==> src/rtl/latch_capture_pkg.sv <==
// latch_capture_pkg: shared controller state encoding and phase counter sizing
// Contents:
//   state_t     - capture FSM states IDLE/OPEN/SETTLE/CAPTURE, 2-bit encoding 0..3
//   phase_width - bits needed by the phase counter for the longer timed window
package latch_capture_pkg;

    typedef enum logic [1:0] {
        IDLE    = 2'd0,
        OPEN    = 2'd1,
        SETTLE  = 2'd2,
        CAPTURE = 2'd3
    } state_t;

    // The phase counter only counts to (window length - 1), so the longer of the
    // open window and the settle window sets its width.
    function automatic int phase_width(input int open_cycles, input int sync_stages);
        int m;
        m = open_cycles > sync_stages + 1 ? open_cycles : sync_stages + 1;
        return m > 1 ? $clog2(m) : 1;
    endfunction

endpackage

==> src/rtl/latch_capture_fifo.sv <==
// latch_capture_fifo: show-ahead FIFO holding captured latch words
// Ports:
//   clk, rst_n - clock, asynchronous active-low reset (empties the FIFO)
//   push       - write request; accepted when not full or when popping the same cycle
//   wr_data    - word to write
//   pop        - read request; ignored while empty
//   rd_data    - head word, 0 when empty
//   valid      - FIFO non-empty
//   full       - occupancy equals DEPTH
//   count      - occupancy
module latch_capture_fifo #(
    parameter int WIDTH = 8,
    parameter int DEPTH = 4
) (
    input  logic                       clk,
    input  logic                       rst_n,
    input  logic                       push,
    input  logic [WIDTH-1:0]           wr_data,
    input  logic                       pop,
    output logic [WIDTH-1:0]           rd_data,
    output logic                       valid,
    output logic                       full,
    output logic [$clog2(DEPTH+1)-1:0] count
);
    localparam int AW = $clog2(DEPTH);
    localparam int CW = $clog2(DEPTH + 1);

    logic [WIDTH-1:0] mem [DEPTH];
    logic [AW-1:0]    wptr, rptr;
    logic             wr, rd;

    assign valid   = count != '0;
    assign full    = count == CW'(DEPTH);
    assign rd      = pop && valid;
    // A simultaneous pop frees the slot, so a push into a full FIFO still lands.
    assign wr      = push && (!full || rd);
    assign rd_data = valid ? mem[rptr] : '0;

    always_ff @(posedge clk or negedge rst_n) begin
        if (!rst_n) begin
            wptr  <= '0;
            rptr  <= '0;
            count <= '0;
        end else begin
            if (wr) wptr <= wptr + 1'b1;
            if (rd) rptr <= rptr + 1'b1;
            count <= count + CW'(wr) - CW'(rd);
        end
    end

    always_ff @(posedge clk) begin
        if (wr) mem[wptr] <= wr_data;
    end

endmodule

==> src/rtl/latch_word_capture.sv <==
// latch_word_capture: drives a gated-latch bank enable and captures its word into a FIFO
// Ports:
//   clk, rst_n - clock, asynchronous active-low reset
//   start      - request one capture, sampled only while idle
//   busy       - capture sequence in progress
//   e          - registered latch enable
//   q_in       - asynchronous latch bank outputs
//   out_data   - FIFO head (0 when empty); out_valid - FIFO non-empty
//   out_ready  - consumer accepts head; count - FIFO occupancy
//   overflow   - sticky, a capture was dropped because the FIFO was full
// Build option: LATCH_CAPTURE_CHANGE_FILTER_EN skips pushing a word equal to the last pushed one.
module latch_word_capture
    import latch_capture_pkg::*;
#(
    parameter int WIDTH       = 8,
    parameter int DEPTH       = 4,
    parameter int OPEN_CYCLES = 2,
    parameter int SYNC_STAGES = 2
) (
    input  logic                       clk,
    input  logic                       rst_n,
    input  logic                       start,
    output logic                       busy,
    output logic                       e,
    input  logic [WIDTH-1:0]           q_in,
    output logic [WIDTH-1:0]           out_data,
    output logic                       out_valid,
    input  logic                       out_ready,
    output logic [$clog2(DEPTH+1)-1:0] count,
    output logic                       overflow
);
    localparam int PW = phase_width(OPEN_CYCLES, SYNC_STAGES);

    state_t           state, state_n;
    logic [PW-1:0]    phase, phase_n;
    logic [WIDTH-1:0] sync [SYNC_STAGES];
    logic [WIDTH-1:0] word;
    logic             push, pop, full, accepted;

    assign busy     = state != IDLE;
    assign word     = sync[SYNC_STAGES-1];
    assign pop      = out_valid && out_ready;
    assign accepted = push && (!full || pop);

    always_comb begin
        state_n = state;
        phase_n = '0;
        case (state)
            IDLE:    state_n = start ? OPEN : IDLE;
            OPEN:    if (phase == PW'(OPEN_CYCLES - 1)) state_n = SETTLE;
                     else phase_n = phase + 1'b1;
            // One extra settle cycle beyond the synchroniser depth so the word
            // sampled in CAPTURE left the latch after E had already closed.
            SETTLE:  if (phase == PW'(SYNC_STAGES)) state_n = CAPTURE;
                     else phase_n = phase + 1'b1;
            default: state_n = IDLE;
        endcase
    end

    always_ff @(posedge clk or negedge rst_n) begin
        if (!rst_n) begin
            state    <= IDLE;
            phase    <= '0;
            e        <= 1'b0;
            overflow <= 1'b0;
            for (int i = 0; i < SYNC_STAGES; i++) sync[i] <= '0;
        end else begin
            state    <= state_n;
            phase    <= phase_n;
            e        <= state_n == OPEN;
            overflow <= overflow || (push && full && !pop);
            sync[0]  <= q_in;
            for (int i = 1; i < SYNC_STAGES; i++) sync[i] <= sync[i-1];
        end
    end

`ifdef LATCH_CAPTURE_CHANGE_FILTER_EN
    logic [WIDTH-1:0] last_word;
    logic             last_vld;

    assign push = state == CAPTURE && !(last_vld && last_word == word);

    always_ff @(posedge clk or negedge rst_n) begin
        if (!rst_n) begin
            last_word <= '0;
            last_vld  <= 1'b0;
        end else if (accepted) begin
            last_word <= word;
            last_vld  <= 1'b1;
        end
    end
`else
    assign push = state == CAPTURE;
`endif

    latch_capture_fifo #(.WIDTH(WIDTH), .DEPTH(DEPTH)) u_fifo (
        .clk     (clk),
        .rst_n   (rst_n),
        .push    (push),
        .wr_data (word),
        .pop     (out_ready),
        .rd_data (out_data),
        .valid   (out_valid),
        .full    (full),
        .count   (count)
    );

endmodule

==> config.mk <==
export PLATFORM = sky130hd
export DESIGN_NAME = latch_word_capture
export DESIGN_NICKNAME = d
export VERILOG_FILES = /design/src/rtl/latch_capture_pkg.sv /design/src/rtl/latch_capture_fifo.sv /design/src/rtl/latch_word_capture.sv
export SDC_FILE = /design/constraint.sdc
export NUM_CORES = 1
export LEC_CHECK = 0
export ABC_AREA = 1
export BUFFER_PORTS_ARGS = -buffer_cell sky130_fd_sc_hd__buf_2
export CELL_PAD_IN_SITES_DETAIL_PLACEMENT = 1
export CELL_PAD_IN_SITES_GLOBAL_PLACEMENT = 1
export CORE_ASPECT_RATIO = 2
export CORE_MARGIN = 2
export CORE_UTILIZATION = 46
export DETAILED_ROUTE_END_ITERATION = 8
export PLACE_DENSITY = 0.84
export SLEW_MARGIN = 20
export SYNTH_ARGS = -nofsm -noshare
export SYNTH_HDL_FRONTEND = slang
export SYNTH_HIERARCHICAL = 1
export SYNTH_SLANG_ARGS = --single-unit
export TNS_END_PERCENT = 20
==> constraint.sdc <==
create_clock -name clk -period 2.4 [get_ports clk]
set_input_delay 0.12 -clock clk [delete_from_list [all_inputs] [get_ports clk]]
set_output_delay 0.12 -clock clk [all_outputs]
set_load 0.01 [all_outputs]
==> qor.txt, run 1 <==
Crit path launch = u_fifo/count[1]
Peak VDD IR = 966 uV
Switching portion of total power = 0.365
NumNets Final = 307
RSZ-0062 raised after global routing = false
Critical path class = register to register
Final period util = 0.818
Gp weighted congestion = 0.821
Antenna violations before repair = 0
PnR Total Power = 3.38 mW
Synth Warn # = 6
Largest net degree at the start of global routing = 30
Post-synthesis adder-cell area fraction = 0.0564
Post-Syn Area per Cell = 10.9 um^2
Worst EP required = 2.62 ns
Clk buf depth = 2
Antenna-violating nets left = 0
Die span in y = 110 um
PortBufs = 26
Post-Synth XOR/XNOR Area = 0.00680
CTS root buf = clkbuf_8
Worst r2r src = u_fifo/count[1]
Site Rows = 38
Number of global-route vias before repair = 1851
Clk_lat worst skew = 0.33 ns
Final hold violation count = 0
Period minus WS final = 1.96 ns
Worst setup EP type = register
# diodes = 0
Synth Area in Simple Gates = 0.150
PwrDens = 1110 nW/um^2
Sw Pwr = 1.23 mW
Core Footprint = 5420 um^2
Seq pwr share = 0.420
Clk sink count = 61
Worst-path clk slew = 0.07 ns
Syn Inst Count = 237
Final slew viol count = 0
Vias per cell = 4.85
Internal Power = 2.15 mW
Commonest non-fill, non-tap cell in the layout = inv_1
Synth unique cells = 22
Final HPWL DP = 3.86 mm
Die ar. = 6250 um^2
Clock network fraction of total power = 0.242
Post-Syn Area = 2570 um^2
Leakage = 1.49 nW
Starting density of the core = 0.475
Commonest non-fill, non-tap cells in the layout = 54 x inv_1, 53 x nand2_1, 32 x edfxtp_1
Crit-path max FO = 6
Synth Area in Compound Gates = 0.0296
Final core occ = 0.563
1st-iter DRT viols = 41
Total track usage = 0.186
Maxcap violations = 0
Slew HR = 0.565
WL per Instance = 14.8 um
Pre-CTS setup slack = 0.442 ns
Post-synthesis sequential area ratio = 0.655
I/O pin count = 27
First-pass GRT wire length = 8.42 mm
CTS tree = done
Dpl cells = 324
Grt ovf = 0
Critical Path Start Type = register
Worst Hold Class = input pin to register
Setup TNS = 0 ns
Skew final = 0.00836 ns
Worst hold start = out_ready
Die Span X = 56.9 um
Final setup viols = 0
Worst Tran Pin Value = 0.653 ns
Gate power share = 0.338
Synth Register Bits = 61
Main combinational cell family by area after synthesis = simple AND/OR/NAND/NOR gates
Highest clock rate = 0.509 GHz
Syn Nets = 260
Worst setup margin = 0.436 ns
DR DRC count = 0
Status = complete, no violations
Finished Layout Cells = 349
Htree depth = 3
Routed WL = 5.17 mm
Fraction of layout cells with a size suffix above 1 = 0.197
Multiplexer share of the synthesized area = 0
TritonCTS Buffers = 9
Vias = 1694
Drt first pass iters = 4
Arrival time worst endpoint = 2.18 ns
Area grow syn2layout = 18.4%
## final cells by class
cell class | instances | area (um^2)
clock buffer | 12 | 165
clock inverter | 4 | 21.3
fill | 614 | 2370
inverter | 57 | 219
multi-input combinational | 115 | 624
sequential | 61 | 1690
tap | 60 | 75.1
timing repair buffer | 40 | 258
## synthesized netlist by cell type (all sizes together)
cell	number	share of area
inv	57	0.085
nand2	56	0.085
edfxtp	32	0.37
dfrtp	29	0.28
nand3	25	0.051
a21oi	11	0.024
ha	10	0.049
nor2	6	0.0097
buf	4	0.017
a31o	1	0.0034
fa	1	0.0078
nand3b	1	0.0029
nor3	1	0.0019
o21ai	1	0.0019
xnor2	1	0.0034
xor2	1	0.0034
## worst max-delay path, stage by stage (launching register included)
cell     delay, ns
dfrtp_1       0.44
nor2_2        0.18
nand2_1       0.17
nand2_1       0.16
nand3_1       0.08
nand2_1       0.07
ha_1          0.15
inv_1         0.06
fa_1          0.37
xor2_1        0.17
## state kept, by name, summed over array words and instances, names as in the netlist
name,flops
e,1
overflow,1
phase,2
state,2
sync,8
u_fifo/count,3
u_fifo/mem,32
u_fifo/rptr,2
u_fifo/wptr,2
word,8
## power groups by stage
| stage | clock, mW | combinational (mW) | sequential [mW] |
|---|---|---|---|
| after floorplan | 0 | 0.832 | 1.38 |
| after global placement | 0 | 1.09 | 1.42 |
| after detailed placement | 0 | 1.14 | 1.44 |
| after CTS | 0.846 | 1.17 | 1.42 |
| after global routing | 0.876 | 1.30 | 1.44 |
| final | 0.819 | 1.14 | 1.42 |
## metrics by stage
| step | area (um^2) | hold WS (ns) |
|---|---|---|
| 6_report | 3050 | 0.0762 |
| 5_1_grt | 3050 | 0.0848 |
| 4_1_cts | 3050 | 0.0684 |
| 3_5_place_dp | 2770 | 0.181 |
| 3_3_place_gp | 2770 | 0.169 |
| 2_1_floorplan | 2570 | -0.176 |
## logic make-up (layout without fill, tap and decap cells)
kind of cell               after synthesis  in the layout
buffers and inverters                   61            113
adders and majority gates               11             11
and+or+nand+nor                         89             89
AOI/OAI and AO/OA                       13             13
xor gates and xnor gates                 2              2
DFF                                     61             61
## layer usage
metal	wire length, um	part of all wire	up-vias	global-route usage
li1	-	-	830	-
met1	1680	0.32	808	0.160
met2	3120	0.60	36	0.361
met3	146	0.028	20	0.0365
met4	231	0.045	0	0.131
met5	0	0	-	0
## worst paths after layout
check / cells past startpoint / end / slack [ns]
worst max-delay path: 9 / u_fifo/count[2] / 0.44
worst min-delay path: 3 / u_fifo/rptr[0] / 0.08
worst max register to register: 9 / u_fifo/count[2] / 0.44
worst min register to register: 0 / word[7] / 0.35
max in group asynchronous: 2 / word[1] / 1.62
min in group asynchronous: 2 / u_fifo/rptr[1] / 0.34
## repair_timing
item	CTS	global route
buffers inserted	0	0
gates resized for setup	0	0
endpoints found under the hold margin	37	0
hold buffers	9	0
Power figures use the tool's default switching activity.
==> run 2, diff against run 1 <==
==> constraint.sdc (replaced) <==
create_clock -name clk -period 1.9 [get_ports clk]
set_input_delay 0.095 -clock clk [delete_from_list [all_inputs] [get_ports clk]]
set_output_delay 0.095 -clock clk [all_outputs]
set_load 0.01 [all_outputs]
==> run 2 against run 1 <==
Against the previous run:
- first-iteration DRC count down 17%
- global-route usage down 0.31 points
- highest routed layer unchanged
- register-to-register slack worse by 0.34 ns
- via count up 1.5%
- critical path type unchanged
- largest power group unchanged
- critical endpoint unchanged
- sequential share of layout area down 1.1 points
==> qor.txt, run 2 (synthesis gave the netlist of run 1 again) <==
Htree depth = 3
Site Rows = 38
Critical Path Start Type = register
Final setup viols = 0
Final hold violation count = 0
Status = complete, no violations
Leakage = 1.51 nW
Worst EP required = 2.13 ns
Dpl cells = 329
Antenna-violating nets left = 0
Biggest register = u_fifo/mem
Finished Layout Cells = 355
Critical path, cell by cell = nor2_2 -> nand2_1 -> nand2_2 -> nand3_1 -> nand2_1 -> ha_1 -> inv_1 -> fa_1 -> xor2_1
Highest clock rate = 0.555 GHz
Final HPWL DP = 3.83 mm
Seq pwr share = 0.390
Gp weighted congestion = 0.762
PortBufs = 26
1st-iter DRT viols = 34
NumNets Final = 313
Gate power share = 0.359
Peak VDD IR = 1230 uV
Internal Power = 2.82 mW
Commonest non-fill, non-tap cell in the layout = inv_1
I/O pin count = 27
Clk_lat worst skew = 0.34 ns
Core Footprint = 5420 um^2
Largest net degree at the start of global routing = 30
Routed WL = 5.14 mm
RSZ-0062 raised after global routing = false
TritonCTS Buffers = 9
Slew HR = 0.586
Fraction of layout cells with a size suffix above 1 = 0.224
Clk buf depth = 2
CTS root buf = clkbuf_8
Starting density of the core = 0.475
Critical path class = register to register
DR DRC count = 0
Worst r2r src = u_fifo/count[0]
Worst path slowest cell = dfrtp_1
Worst-path clk slew = 0.07 ns
Area grow syn2layout = 20.8%
Total track usage = 0.183
Arrival time worst endpoint = 2.03 ns
Commonest non-fill, non-tap cells in the layout = 54 x inv_1, 52 x nand2_1, 32 x edfxtp_1
Most frequent CP cell = nand2_1
Worst setup EP type = register
Final slew viol count = 0
Setup TNS = 0 ns
Skew final = 0.00710 ns
Sw Pwr = 1.63 mW
Fillers = 618
Crit-path max cell delay = 0.42 ns
CTS tree = done
WL per Instance = 14.5 um
Number of global-route vias before repair = 1782
Clock network fraction of total power = 0.251
Die span in y = 110 um
Crit-path max FO = 4
# diodes = 0
Worst reg-to-reg setup slack = 0.1 ns
Grt ovf = 0
Drt first pass iters = 4
First-pass GRT wire length = 8.25 mm
Clk sink count = 61
Switching portion of total power = 0.366
Crit path launch = u_fifo/count[0]
Period minus WS final = 1.80 ns
Vias = 1719
Die Span X = 56.9 um
Worst hold start = out_ready
Vias per cell = 4.84
Maxcap violations = 0
Worst Hold Class = input pin to register
Max FFs per register = 32
PwrDens = 1430 nW/um^2
Die ar. = 6250 um^2
Worst Tran Pin Value = 0.621 ns
Antenna violations before repair = 0
Final period util = 0.949
==> run 2: cell count changes in the layout (fill, tap and decap cells not counted), sizes merged <==
| cell | change |
|---|---|
| clkinvlp | +2 |
| bufinv | +1 |
| buf | +6 |
| clkinv | -1 |
| inv | +1 |
| clkbuf | -3 |
==> run 2: worst paths after layout <==
kind	endpoint	cells past startpoint
max in group asynchronous	word[1]	2
setup / recovery	u_fifo/count[2]	9
min in group asynchronous	u_fifo/rptr[0]	2
hold / removal	u_fifo/rptr[0]	3
hold reg to reg	word[4]	0
setup reg to reg	u_fifo/count[2]	9
==> run 2: final cells by class <==
cell class / count / area [um^2] / share of cell area
clock buffer: 9 / 124 / 0.0398
multi-input combinational: 115 / 629 / 0.202
tap: 60 / 75.1 / 0.0241
sequential: 61 / 1690 / 0.542
timing repair buffer: 46 / 303 / 0.0973
inverter: 57 / 219 / 0.0704
clock inverter: 7 / 75.1 / 0.0241
==> run 2: metrics by stage <==
step | area (um^2) | power, mW | util | hold WS (ns) | setup slack, ns
after floorplan | 2570 | 2.80 | - | -0.201 | 0.0340
after global placement | 2810 | 3.23 | 0.518 | 0.143 | 0.141
after detailed placement | 2810 | 3.32 | 0.518 | 0.145 | 0.0441
after CTS | 3100 | 4.50 | 0.572 | 0.0266 | 0.0275
after global routing | 3110 | 4.77 | 0.574 | 0.0692 | 0.00115
final | 3110 | 4.45 | 0.574 | 0.0642 | 0.0966
==> run 2: what timing repair did <==
item | in CTS | in global routing
buffers inserted | 0 | 1
endpoints found under the hold margin | 37 | 0
hold buffers | 9 | 0
endpoints found under the setup margin | 0 | 2
resized for setup | 0 | 2
==> run 2: power groups by stage <==
stage | Sequential (mW) | Combinational, mW | Clock (mW)
2_1_floorplan | 1.75 | 1.05 | 0
6_report | 1.73 | 1.59 | 1.12
4_1_cts | 1.74 | 1.60 | 1.16
5_1_grt | 1.75 | 1.81 | 1.20
3_5_place_dp | 1.76 | 1.56 | 0
3_3_place_gp | 1.73 | 1.49 | 0
==> run 2: worst max-delay path, delay by kind of cell (launching register included) <==
family / cells / cell delay [ns]
flip-flops: 1 / 0.42
AND/OR/NAND/NOR: 5 / 0.54
buffers and inverters: 1 / 0.05
adder cells (fa/ha/maj): 2 / 0.52
XOR/XNOR: 1 / 0.16
==> run 2: routing by layer <==
metal / track usage / wire length (um)
met5: 0 / 0
met4: 0.101 / 196
met3: 0.0447 / 136
met2: 0.363 / 3060
met1: 0.158 / 1750
